`src/rtl/muldiv_seq_if.sv`:
```
// muldiv_seq_if: EX-stage to HI/LO multiply/divide unit handshake bundle
// master (EX stage) drives op_valid/op/operands/hi_cur/lo_cur/flush; slave (muldiv_seq) returns stall_o/hilowe/hi_o/lo_o/busy
interface muldiv_seq_if;
    logic        op_valid;
    logic [2:0]  op;
    logic [31:0] rs_i;
    logic [31:0] rt_i;
    logic [31:0] hi_cur;
    logic [31:0] lo_cur;
    logic        flush;
    logic        stall_o;
    logic        hilowe;
    logic [31:0] hi_o;
    logic [31:0] lo_o;
    logic        busy;
    modport master (
        output op_valid, op, rs_i, rt_i, hi_cur, lo_cur, flush,
        input  stall_o, hilowe, hi_o, lo_o, busy
    );
    modport slave (
        input  op_valid, op, rs_i, rt_i, hi_cur, lo_cur, flush,
        output stall_o, hilowe, hi_o, lo_o, busy
    );
endinterface

```
`src/rtl/muldiv_seq.sv`:
```
// muldiv_seq: multi-cycle MULT/MULTU/DIV/DIVU/MTHI/MTLO unit writing HI/LO
// ports: cpu_clk_50M clock, cpu_rst_n sync active-low reset, bus = muldiv_seq_if.slave (op request in, stall/HI-LO write port out)
module muldiv_seq #(
    parameter int MUL_CYCLES = 2
) (
    input logic         cpu_clk_50M,
    input logic         cpu_rst_n,
    muldiv_seq_if.slave bus
);
    localparam logic [2:0] OP_MULT = 3'd1, OP_MULTU = 3'd2, OP_DIV = 3'd3, OP_DIVU = 3'd4, OP_MTHI = 3'd5, OP_MTLO = 3'd6;
    typedef enum logic [2:0] {IDLE, MUL, DIV, FIX, DONE} state_t;
    state_t      state, nxt;
    logic [5:0]  cnt;
    logic [2:0]  op_q;
    logic [31:0] a, b, q, r, d, res_hi, res_lo;
    logic        accept, is_mul, is_div, is_mt, mul_last, div_last;
    logic [63:0] prod;
    logic [32:0] rem_sh;
    logic        fits;
    assign is_mul   = bus.op == OP_MULT || bus.op == OP_MULTU;
    assign is_div   = bus.op == OP_DIV || bus.op == OP_DIVU;
    assign is_mt    = bus.op == OP_MTHI || bus.op == OP_MTLO;
    assign accept   = cpu_rst_n && state == IDLE && bus.op_valid && !bus.flush;
    assign mul_last = cnt == 6'(MUL_CYCLES - 1);
    assign div_last = cnt == 6'd31;
    // sign-extend to 64 bits only for MULT so the low 64 bits are the right product either way
    assign prod     = {{32{op_q == OP_MULT && a[31]}}, a} * {{32{op_q == OP_MULT && b[31]}}, b};
    // restoring step: shift next dividend bit into the partial remainder and try subtracting the divisor
    assign rem_sh   = {r, q[31]};
    assign fits     = rem_sh >= {1'b0, d};
    always_ff @(posedge cpu_clk_50M) begin
        if (!cpu_rst_n)
            state <= IDLE;
        else
            state <= nxt;
    end
    always_comb begin
        nxt = state;
        case (state)
            IDLE:    nxt = !accept ? IDLE : is_mul ? MUL : is_div ? DIV : is_mt ? DONE : IDLE;
            MUL:     nxt = bus.flush ? IDLE : mul_last ? DONE : MUL;
            DIV:     nxt = bus.flush ? IDLE : div_last ? FIX : DIV;
            FIX:     nxt = bus.flush ? IDLE : DONE;
            default: nxt = IDLE;
        endcase
    end
    always_comb begin
        bus.busy    = state != IDLE;
        bus.hilowe  = state == DONE;
        bus.stall_o = (accept && (is_mul || is_div)) || state == MUL || state == DIV || state == FIX;
        bus.hi_o    = !bus.hilowe ? 32'd0 : op_q == OP_MTLO ? bus.hi_cur : res_hi;
        bus.lo_o    = !bus.hilowe ? 32'd0 : op_q == OP_MTHI ? bus.lo_cur : res_lo;
    end
    always_ff @(posedge cpu_clk_50M) begin
        if (!cpu_rst_n) begin
            cnt    <= '0;
            op_q   <= '0;
            a      <= '0;
            b      <= '0;
            q      <= '0;
            r      <= '0;
            d      <= '0;
            res_hi <= '0;
            res_lo <= '0;
        end else begin
            if (accept) begin
                cnt  <= '0;
                op_q <= bus.op;
                a    <= bus.rs_i;
                b    <= bus.rt_i;
                q    <= bus.op == OP_DIV && bus.rs_i[31] ? -bus.rs_i : bus.rs_i;
                d    <= bus.op == OP_DIV && bus.rt_i[31] ? -bus.rt_i : bus.rt_i;
                r    <= '0;
                if (is_mt) begin
                    res_hi <= bus.rs_i;
                    res_lo <= bus.rs_i;
                end
            end
            if (state == MUL || state == DIV)
                cnt <= cnt + 6'd1;
            if (state == MUL && mul_last)
                {res_hi, res_lo} <= prod;
            if (state == DIV) begin
                r <= fits ? rem_sh[31:0] - d : rem_sh[31:0];
                q <= {q[30:0], fits};
            end
            // a zero divisor leaves |rs| as remainder, so only the quotient needs forcing
            if (state == FIX) begin
                res_lo <= b == 32'd0 ? '1 : op_q == OP_DIV && (a[31] ^ b[31]) ? -q : q;
                res_hi <= op_q == OP_DIV && a[31] ? -r : r;
            end
        end
    end
endmodule

```
`src/flat_wrapper.sv`:
```
// flat-port wrapper written by rule: the top's interface ports become plain ports
module muldiv_seq_flat 
#(
    parameter int MUL_CYCLES = 2
)
  (cpu_clk_50M, cpu_rst_n, bus_op_valid, bus_op, bus_rs_i, bus_rt_i, bus_hi_cur, bus_lo_cur, bus_flush, bus_stall_o, bus_hilowe, bus_hi_o, bus_lo_o, bus_busy);
  muldiv_seq_if bus_i ();
  input logic cpu_clk_50M;
  input logic cpu_rst_n;
  input wire logic [$bits(bus_i.op_valid)-1:0] bus_op_valid;
  input wire logic [$bits(bus_i.op)-1:0] bus_op;
  input wire logic [$bits(bus_i.rs_i)-1:0] bus_rs_i;
  input wire logic [$bits(bus_i.rt_i)-1:0] bus_rt_i;
  input wire logic [$bits(bus_i.hi_cur)-1:0] bus_hi_cur;
  input wire logic [$bits(bus_i.lo_cur)-1:0] bus_lo_cur;
  input wire logic [$bits(bus_i.flush)-1:0] bus_flush;
  output wire logic [$bits(bus_i.stall_o)-1:0] bus_stall_o;
  output wire logic [$bits(bus_i.hilowe)-1:0] bus_hilowe;
  output wire logic [$bits(bus_i.hi_o)-1:0] bus_hi_o;
  output wire logic [$bits(bus_i.lo_o)-1:0] bus_lo_o;
  output wire logic [$bits(bus_i.busy)-1:0] bus_busy;
  assign bus_i.op_valid = bus_op_valid;
  assign bus_i.op = bus_op;
  assign bus_i.rs_i = bus_rs_i;
  assign bus_i.rt_i = bus_rt_i;
  assign bus_i.hi_cur = bus_hi_cur;
  assign bus_i.lo_cur = bus_lo_cur;
  assign bus_i.flush = bus_flush;
  assign bus_stall_o = bus_i.stall_o;
  assign bus_hilowe = bus_i.hilowe;
  assign bus_hi_o = bus_i.hi_o;
  assign bus_lo_o = bus_i.lo_o;
  assign bus_busy = bus_i.busy;
  muldiv_seq #(.MUL_CYCLES(MUL_CYCLES)) u_core (.cpu_clk_50M(cpu_clk_50M), .cpu_rst_n(cpu_rst_n), .bus(bus_i));
endmodule
```
`config.mk`:
```
export PLATFORM = sky130hd
export DESIGN_NAME = muldiv_seq_flat
export DESIGN_NICKNAME = d
export VERILOG_FILES = /design/src/rtl/muldiv_seq_if.sv /design/src/rtl/muldiv_seq.sv /design/src/flat_wrapper.sv
export SDC_FILE = /design/constraint.sdc
export NUM_CORES = 2
export LEC_CHECK = 0
export CAP_MARGIN = 20
export CORE_UTILIZATION = 30
export DETAILED_ROUTE_END_ITERATION = 12
export GPL_TIMING_DRIVEN = 0
export PLACE_DENSITY_LB_ADDON = 0.25
export SLEW_MARGIN = 10
export SYNTH_ARGS = -nofsm -noshare
export SYNTH_HDL_FRONTEND = slang
export SYNTH_SLANG_ARGS = --single-unit
```
`constraint.sdc`:
```
create_clock -name cpu_clk_50M -period 10.4 [get_ports cpu_clk_50M]
set_input_delay 2.6 -clock cpu_clk_50M [delete_from_list [all_inputs] [get_ports cpu_clk_50M]]
set_output_delay 2.6 -clock cpu_clk_50M [all_outputs]
set_load 0.1 [all_outputs]
```
==> flow_summary.ini <==
[cells_and_area]
fillerInstances = 18630
fin_cells = 8871
areaGrowthSynthToFinish_pct = 11.38
layout.nets = 8009
final_layout_size_suffix_gt1_frac = 0.01610
final_area_um2 = 59110

[critical_path]
reg2reg_to = u_core.res_hi[31]
r2r_setup_slack_ns = 0.18
r2r_cells = 29
required_ns = 10.82
slowest_stage = fa_2
crit_arrival_ns = 10.64
cpPeakStageDelay_ns = 0.82
cp-start-kind = flop
crit_type = flop to flop
worstSetupEndpointType = flop
worst-path-max-fanout = 10
reg2reg_from = u_core.op_q[0]

[clock_network]
clkTransAtPathRegs_ns = 0.06
cts_buffer_depth = 3
insertion_delay_ns = 0.61
holdBufCountCts = 0
htreeDepth = 1
clockRootBuffer = clkbuf_16
clock_sinks = 235
post_cts_resized = 3
cts-buffers-inserted = 29
cts_tree = yes
cts_post_setup_buffers_inserted = 0

[min_path]
hold_class = flop to flop
min_from = u_core.res_lo[26]
whs_path_depth = 2
min_to = u_core.res_lo[26]

[yosys]
synth_top_area_frac = 0.4247
async_reset_ff_frac = 0
synth_cells = 6263
avgSynthCellArea_um2 = 8.474
ys_seq_area_frac = 0.08864
synth_warnings = 0
synth_flop_cell = dfxtp_1
yosys.area.top_type = fa_1
synth-edff-count = 0
synthesis.area_um2 = 53070
synth_area_leaders = fa_1, dfxtp_1, inv_1
synth.distinct_cells = 77
synthMostInstantiatedCell = inv_1
synthesis.nets = 7775
ys_ff_latch = 235
ys_top_cells_by_count = inv_1, nand2_1, fa_1

[routing]
ant_nets = 0
num_vias = 45120
first_iter_violations = 3794
route.detailed.drc = 0
dr.pass1.iters = 6
wl_per_cell_um = 25.23
via_per_inst = 5.086
drt-total-wl_um = 223800

[power]
p_seq_frac = 0.339
p_sw_w = 0.001034
power_frac_clock = 0.378
power_density_nw_per_um2 = 48.30
p_leak_nw = 24.72
internal-power_w = 0.001821
pwr-share-comb = 0.283
swShare = 0.3623
ir_worst_vdd_uv = 112.8

[floorplan]
rows = 154
die_h_um = 422.6
core_area_um2 = 175900
initial_core_util = 0.3017
dieWidth_um = 422.6
fp.dieArea_um2 = 178600
ioPinCount = 202

[sta]
hold_viol = 0
finalMaxSlewViolations = 0
setup_viol = 0
holdWs_ns = 0.4908
tightest_slew_ns = 1.339
clock_skew_ns = 0.04219
timing.final.crit_period_ns = 10.22
post-route-period-util = 0.9827
fmaxAchievable_mhz = 97.84
fin_setup_tns_ns = 0
slew_headroom = 0.1077
fin_ws_ns = 0.1796
rsz0062_at_grt = no

[place]
dp_cells = 8804
dpl_cell_area_um2 = 58050
portBuffers = 192
dp_hpwl_um = 192400
place_congestion = 0.9851
post-place-ws_ns = -0.8384

[job]
drv_cap = 0

[global_route]
grt_pass1_vias = 46510
grt_start_max_net_pins = 21
antenna_found_initial = 13
grt-ovfl-total = 0
track_usage = 0.2500
grt_pass1_wl_um = 326900

[status]
outcome = complete, no violations
[worst max path at each step]
stage,start,to,slack (ns),cells after the start
2_1_floorplan,u_core.op_q[0],u_core.res_hi[31],2.22,29
3_3_place_gp,u_core.op_q[0],u_core.res_hi[31],-0.85,29
3_5_place_dp,u_core.op_q[0],u_core.res_hi[31],-0.84,29
4_1_cts,u_core.op_q[0],u_core.res_hi[31],0.09,29
5_1_grt,u_core.op_q[0],u_core.res_hi[31],0.007,29
6_report,u_core.op_q[0],u_core.res_hi[31],0.18,29
[layer usage]
metal | GRT usage | part of all wire | vias to the layer above
met4 | 0.1211 | 0.060 | 2
met2 | 0.3996 | 0.45 | 1789
met1 | 0.3375 | 0.42 | 23280
li1 | - | - | 19680
met5 | 0 | 0.000058 | -
met3 | 0.02531 | 0.067 | 361
[registers in the layout, indices dropped and copies added (netlist names)]
signal / flops
u_core.a: 32
u_core.b: 31
u_core.cnt: 6
u_core.d: 32
u_core.op_q: 3
u_core.q: 32
u_core.r: 32
u_core.res_hi: 32
u_core.res_lo: 32
u_core.state: 3
[stage by stage]
| stage | util | power, W |
|---|---|---|
| floorplan | - | 0.001394 |
| global placement | 0.3293 | 0.001770 |
| detailed placement | 0.3300 | 0.001773 |
| CTS | 0.3357 | 0.002852 |
| global route | 0.3359 | 0.002953 |
| finish | 0.3360 | 0.002855 |
[area by class of cell]
cell class              count  area [um^2]  share of cell area
diodes                     11        27.53           0.0004657
plain buffers             389         1471             0.02489
clock buffers              41        830.8             0.01405
clock inverters            13        166.4            0.002815
inverters                1191         4471             0.07563
multi-input cells        4448        42450              0.7182
flip-flops and latches    235         4705             0.07959
well taps                2340         2928             0.04953
repair buffers            203         2062             0.03488
[cells in the final DEF, fill, tap and decap left out, types with 74 or more instances in the layout]
master,synthesis,routed
clkbuf_1,378,382
xor2_1,88,88
o21ai_0,194,194
nor2_1,144,144
a21oi_1,249,249
a21boi_0,74,74
xnor2_1,115,115
dfxtp_1,235,235
nand2_1,1176,1176
fa_1,1126,1124
inv_1,1191,1191
and2_1,344,344
ha_1,251,251
clkdlybuf4s50_1,0,192
[critical path: cells and delay by family, from the launching register on]
kind,cells,cell delay [ns]
compound gates,5,1.14
fa+ha+maj,9,4.58
buf+inv,9,2.01
flops,1,0.44
mux,1,0.31
simple gates,5,1.53
[logic make-up after synthesis]
kind of cell	count (synthesis)	share of synthesized area
muxes	40	0.007615
and+or+nand+nor	1982	0.1709
AOI/OAI and AO/OA	846	0.1035
adders and majority gates	1377	0.4839
DFF	235	0.08864
buffers and inverters	1580	0.1119
xor gates and xnor gates	203	0.03350
[power groups by stage]
stage / sequential, W / combinational [W] / clock [W]
floorplan: 0.000962 / 0.000432 / 0
global placement: 0.000985 / 0.000785 / 0
detailed placement: 0.000985 / 0.000788 / 0
CTS: 0.000965 / 0.000795 / 0.00109
global route: 0.000968 / 0.000856 / 0.00113
finish: 0.000968 / 0.000807 / 0.00108
Note: power is estimated with default switching activity, not from simulation.
